<file path="src/rtl/memwb_skid_stage.sv">
// MEM/WB pipeline register with valid/ready handshake and 2-entry skid.
// Precomputes the writeback value and exposes it as a forwarding tap.
module memwb_skid_stage #(
  parameter int XLEN       = 32,
  parameter int REG_ADDR_W = 5,
  parameter int NEG_EDGE   = 1
) (
  input  logic                  clk,
  input  logic                  rst,
  input  logic                  in_valid,
  output logic                  in_ready,
  input  logic                  flush,
  input  logic [XLEN-1:0]       load_data_in,
  input  logic [XLEN-1:0]       sum_out_in,
  input  logic [XLEN-1:0]       result_in,
  input  logic [1:0]            control_rf_in,
  input  logic                  we_in,
  input  logic [REG_ADDR_W-1:0] rd_in,
  output logic                  out_valid,
  input  logic                  out_ready,
  output logic [XLEN-1:0]       load_data_out,
  output logic [XLEN-1:0]       sum_out_out,
  output logic [XLEN-1:0]       result_out,
  output logic [1:0]            control_rf_out,
  output logic                  we_out,
  output logic [REG_ADDR_W-1:0] rd_out,
  output logic [XLEN-1:0]       wb_data,
  output logic                  fwd_valid,
  output logic [REG_ADDR_W-1:0] fwd_rd
);

  typedef struct packed {
    logic [XLEN-1:0]       load_data;
    logic [XLEN-1:0]       sum_out;
    logic [XLEN-1:0]       result;
    logic [1:0]            ctrl;
    logic                  we;
    logic [REG_ADDR_W-1:0] rd;
  } beat_t;

  beat_t main_q, main_d;
  beat_t skid_q, skid_d;
  beat_t in_beat;
  logic  main_valid_q, main_valid_d;
  logic  skid_valid_q, skid_valid_d;
  logic  accept, drain, main_load;

  assign in_beat = '{
    load_data: load_data_in,
    sum_out:   sum_out_in,
    result:    result_in,
    ctrl:      control_rf_in,
    we:        we_in,
    rd:        rd_in
  };

  assign in_ready  = !skid_valid_q;
  assign accept    = in_valid & in_ready;
  assign drain     = main_valid_q & out_ready;
  assign main_load = !main_valid_q | out_ready;

  always_comb begin
    main_d       = main_q;
    skid_d       = skid_q;
    main_valid_d = main_valid_q;
    skid_valid_d = skid_valid_q;
    if (flush) begin
      // data may stay stale; only the valid bits matter after a kill
      main_valid_d = 1'b0;
      skid_valid_d = 1'b0;
    end else if (main_load) begin
      if (skid_valid_q) begin
        main_d       = skid_q;
        main_valid_d = 1'b1;
        skid_valid_d = 1'b0;
      end else if (accept) begin
        main_d       = in_beat;
        main_valid_d = 1'b1;
      end else begin
        main_valid_d = 1'b0;
      end
    end else if (accept) begin
      skid_d       = in_beat;
      skid_valid_d = 1'b1;
    end
  end

  if (NEG_EDGE != 0) begin : g_neg
    always_ff @(negedge clk or posedge rst) begin
      if (rst) begin
        main_q       <= '0;
        skid_q       <= '0;
        main_valid_q <= 1'b0;
        skid_valid_q <= 1'b0;
      end else begin
        main_q       <= main_d;
        skid_q       <= skid_d;
        main_valid_q <= main_valid_d;
        skid_valid_q <= skid_valid_d;
      end
    end
  end else begin : g_pos
    always_ff @(posedge clk or posedge rst) begin
      if (rst) begin
        main_q       <= '0;
        skid_q       <= '0;
        main_valid_q <= 1'b0;
        skid_valid_q <= 1'b0;
      end else begin
        main_q       <= main_d;
        skid_q       <= skid_d;
        main_valid_q <= main_valid_d;
        skid_valid_q <= skid_valid_d;
      end
    end
  end

  assign out_valid      = main_valid_q;
  assign load_data_out  = main_q.load_data;
  assign sum_out_out    = main_q.sum_out;
  assign result_out     = main_q.result;
  assign control_rf_out = main_q.ctrl;
  assign rd_out         = main_q.rd;
  assign we_out         = main_valid_q & main_q.we & (main_q.rd != '0);
  assign fwd_valid      = we_out;
  assign fwd_rd         = main_q.rd;

  always_comb begin
    wb_data = main_q.result;
    case (main_q.ctrl)
      2'b01:   wb_data = main_q.load_data;
      2'b10:   wb_data = main_q.sum_out;
      default: wb_data = main_q.result;
    endcase
  end

endmodule
</file>
<file path="config.mk">
export PLATFORM = sky130hd
export DESIGN_NAME = memwb_skid_stage
export DESIGN_NICKNAME = d
export VERILOG_FILES = /design/src/rtl/memwb_skid_stage.sv
export SDC_FILE = /design/constraint.sdc
export NUM_CORES = 1
export LEC_CHECK = 0
export BUFFER_PORTS_ARGS = -buffer_cell sky130_fd_sc_hd__buf_2
export CAP_MARGIN = 20
export CORE_MARGIN = 2
export CORE_UTILIZATION = 59
export CTS_BUF_LIST = sky130_fd_sc_hd__clkbuf_16
export DETAILED_ROUTE_END_ITERATION = 10
export PLACE_DENSITY_LB_ADDON = 0.08
export SETUP_SLACK_MARGIN = 0.05
export SYNTH_ARGS = -nofsm -noshare
export SYNTH_HDL_FRONTEND = slang
export SYNTH_SLANG_ARGS = --single-unit
</file>
<file path="constraint.sdc">
create_clock -name clk -period 18.8 [get_ports clk]
set_clock_uncertainty 0.05 [all_clocks]
set_input_delay 3.76 -clock clk [delete_from_list [all_inputs] [get_ports clk]]
set_output_delay 3.76 -clock clk [all_outputs]
set_load 0.01 [all_outputs]
</file>
; Yosys cells after proc, flatten, opt, wreduce, memory -nomap -nowiden
; Cells that the tools add are included.
[op_classes]
n_eq_ne = 2
n_mux = 10
bitwise = 6
n_reduce_logical = 8
[ops]
columns = operator, count
row1 = $mux 104, 2
row2 = $pmux 32 s2, 1
row3 = $mux 1, 7
row4 = $reduce_and 3->1, 2
row5 = $reduce_bool 5->1, 1
row6 = $reduce_bool 2->1, 2
row7 = $and 1x1->1, 3
row8 = $reduce_bool 3->1, 1
row9 = $eq 2x1->1 const B, 1
row10 = $eq 2x2->1 const B, 1
row11 = $logic_not 1->1, 2
row12 = $not 1->1, 2
row13 = $or 1x1->1, 1
[totals]
regBits = 210
input_bits = 109
output_inout_bits = 144
wordCells = 40

; Longest topological paths before layout
[depth]
ltp_word = 6
depth_mapped = 6
depth_no_buf = 4

==> results.py <==
metrics = {
    "status": {
        "status": "complete, no violations",
    },
    "timing": {
        "finalMaxSlewViolations": 0,
        "finalSetupTns_ns": 0,
        "rsz0062_at_grt": "false",
        "worst_slew_pin_slew_ns": 0.998,
        "maxSlewHeadroom_pct": 33.4,
        "setup_ws_ns": 3.02,
        "finalSetupViolCount": 0,
        "hold_viol": 0,
    },
    "cells_and_area": {
        "layout.nets": 1031,
        "instances_no_fill": 1167,
        "fillerInstances": 1360,
        "drive_gt1_share_pct": 65.1,
        "syn2layout_area_growth_pct": 12.0,
        "design_area_mm2": 0.0121,
    },
    "synth": {
        "synth_compound_area_share_pct": 3.85,
        "synth.distinct_cells": 24,
        "synthXorXnorAreaFrac_pct": 0,
        "synth_top_family_by_area": "multiplexers",
        "netlist_area_mm2": 0.0108,
        "synth_mux_area_share_pct": 34.6,
        "synthFlopType": "dfrtn_1",
        "synth_nets": 901,
        "synth_enable_flop_cells": 0,
        "synth_async_sr_flop_share_pct": 100,
        "ys_ff_latch": 210,
        "ys_seq_area_share_pct": 48.7,
        "syn_inst": 790,
        "synthAdderAreaFrac_pct": 0.232,
        "synth-simple-area-share_pct": 1.74,
        "yosysTopAreaCell": "dfrtn_1",
        "avgSynthCellArea_um2": 13.7,
        "synth.area.top_cells": "dfrtn_1, mux2_2, mux2_4",
        "yosys-top-cells-count": "mux2_2, dfrtn_1, buf_4",
        "yosysWarnings": 0,
        "synth_most_common_cell": "mux2_2",
        "synth.top_cell.area_share_pct": 48.7,
    },
    "drt": {
        "vias": 6556,
        "drc": 0,
        "drt-initial-drc-count": 243,
        "vias_per_cell": 5.62,
        "drt_wl_total_mm": 23.1,
        "wl_per_cell_um": 19.8,
        "postRouteAntennaNets": 0,
        "dr.pass1.iters": 4,
    },
    "min_path": {
        "whs_path_depth": 1,
        "hold_path_end": "skid_q[60]$_DFFE_NP0P_",
        "min_from": "skid_q[60]$_DFFE_NP0P_",
        "hp-class": "reg2reg",
    },
    "power": {
        "power.leakage_nw": 5.75,
        "peakVddDrop_mv": 0.0954,
        "p_per_area_mw_per_mm2": 121,
    },
    "placement": {
        "routabilityCongestion": 0.771,
        "placed_cells": 1123,
        "io_buffers": 252,
        "pre_cts_slack_ns": 3.13,
        "dpl-instance-area_mm2": 0.0113,
        "place_hpwl_mm": 14.9,
    },
    "setup_path": {
        "r2r_start": "skid_valid_q$_DFFE_NP0P_",
        "r2r_cells": 5,
        "worst-path-max-fanout": 17,
        "critPathLaunch": "control_rf_out[1]$_DFFE_NP0P_",
        "path_class": "reg2out",
        "reg2reg_slack_ns": 15.32,
        "worstPathArrival_ns": 11.97,
        "rr_endpoint": "skid_q[34]$_DFFE_NP0P_",
        "cp.required_ns": 14.99,
        "cp-end-kind": "primary output",
        "start_kind": "flop",
    },
    "clock_network": {
        "cts.reportedPaths.clkPinSlew_ns": 0.05,
        "clock-root-buffer": "clkbuf_16",
        "holdBufCountCts": 0,
        "cts_tree": "built",
        "cts_buffer_depth": 3,
        "clock_sinks": 210,
        "cts-htree-levels": 1,
        "cts_setup_buffers": 0,
        "cts_buffers": 23,
        "clock_latency_ns": 0.52,
        "ctsResizeCount": 0,
    },
    "floorplanning": {
        "rows": 49,
        "coreArea_mm2": 0.0180,
        "fp.dieArea_mm2": 0.0194,
        "initial_core_util_pct": 60.1,
        "ios": 253,
        "fp.dieW_um": 139,
        "die_h_um": 139,
    },
    "grt": {
        "grt_pass1_wl_mm": 36.9,
        "grt_pass1_vias": 6849,
        "grt_max_degree": 104,
        "grt_use_total_pct": 23.4,
        "grt.overflow.total": 0,
        "antenna_found_initial": 2,
    },
    "run": {
        "max_cap_violations": 0,
    },
}
## placed cells by master (no fill, tap or decap), types with 2 or more instances in the layout
cell,instances
inv_1,4
mux2i_1,4
clkbuf_16,23
bufinv_16,5
clkinvlp_4,2
inv_6,2
clkinv_1,5
o21ai_0,32
buf_2,252
dfrtn_1,210
clkinv_2,4
nand2_1,32
a22oi_1,32
buf_4,8
mux2_2,247
mux2_4,60
## final cells by class
class	count	area, um^2	area share [%]
multi-input combinational	420	4370	36.2
inverter	4	22.5	0.186
timing repair buffer	261	1350	11.2
tap	229	287	2.37
sequential	210	5260	43.5
antenna	1	2.50	0.0207
clock buffer	23	576	4.76
clock inverter	19	225	1.86
## power breakdown
| group | internal (W) | total, W | switching [W] | leakage (nW) |
|---|---|---|---|---|
| clock | 0.000293 | 0.000478 | 0.000185 | 0.392 |
| combinational | 0.000188 | 0.000348 | 0.000160 | 2.83 |
| sequential | 0.000562 | 0.000632 | 0.0000693 | 2.52 |
| total | 0.00104 | 0.00146 | 0.000415 | 5.75 |
## logic make-up (layout without fill, tap and decap cells)
family | Yosys count | after routing
mux | 312 | 312
flops | 210 | 210
buf+inv | 160 | 307
compound gates | 66 | 66
simple gates | 40 | 40
fa+ha+maj | 2 | 2
other cells | 0 | 1
## worst max-delay path, cell delays in order, from the launching register on
cell,delay [ns]
dfrtn_1,0.38
inv_1,0.10
ha_1,0.66
buf_4,0.41
a22oi_1,0.14
o21ai_0,0.20
buf_2,0.16
## routing by layer
layer	part of all wire, %	track usage (%)
met5	0.052	0
met1	43	32.0
met2	48	38.6
met3	5.8	4.44
met4	2.6	6.17
## flip-flops by register name (all words and copies together), names as in the netlist
register / cells
control_rf_out: 2
fwd_rd: 5
load_data_out: 32
main_q: 1
out_valid: 1
result_out: 32
skid_q: 104
skid_valid_q: 1
sum_out_out: 32
## worst max path at each step
| stage | to | slack (ns) |
|---|---|---|
| after floorplan | control_rf_out[0]$_DFFE_NP0P_ | 0.05 |
| after global placement | skid_q[94]$_DFFE_NP0P_ | 3.16 |
| after detailed placement | skid_q[34]$_DFFE_NP0P_ | 3.13 |
| after CTS | wb_data[5] | 3.00 |
| after global routing | wb_data[5] | 2.87 |
| final | wb_data[5] | 3.02 |
## stage by stage
stage	total power (W)	utilization, %	hold slack (ns)
floorplan	0.000904	-	0.384
global placement	0.000960	62.7	0.392
detailed placement	0.000980	62.7	0.399
CTS	0.00146	67.1	0.403
global route	0.00153	67.3	0.410
finish	0.00146	67.3	0.401
Power figures use the tool's default switching activity.
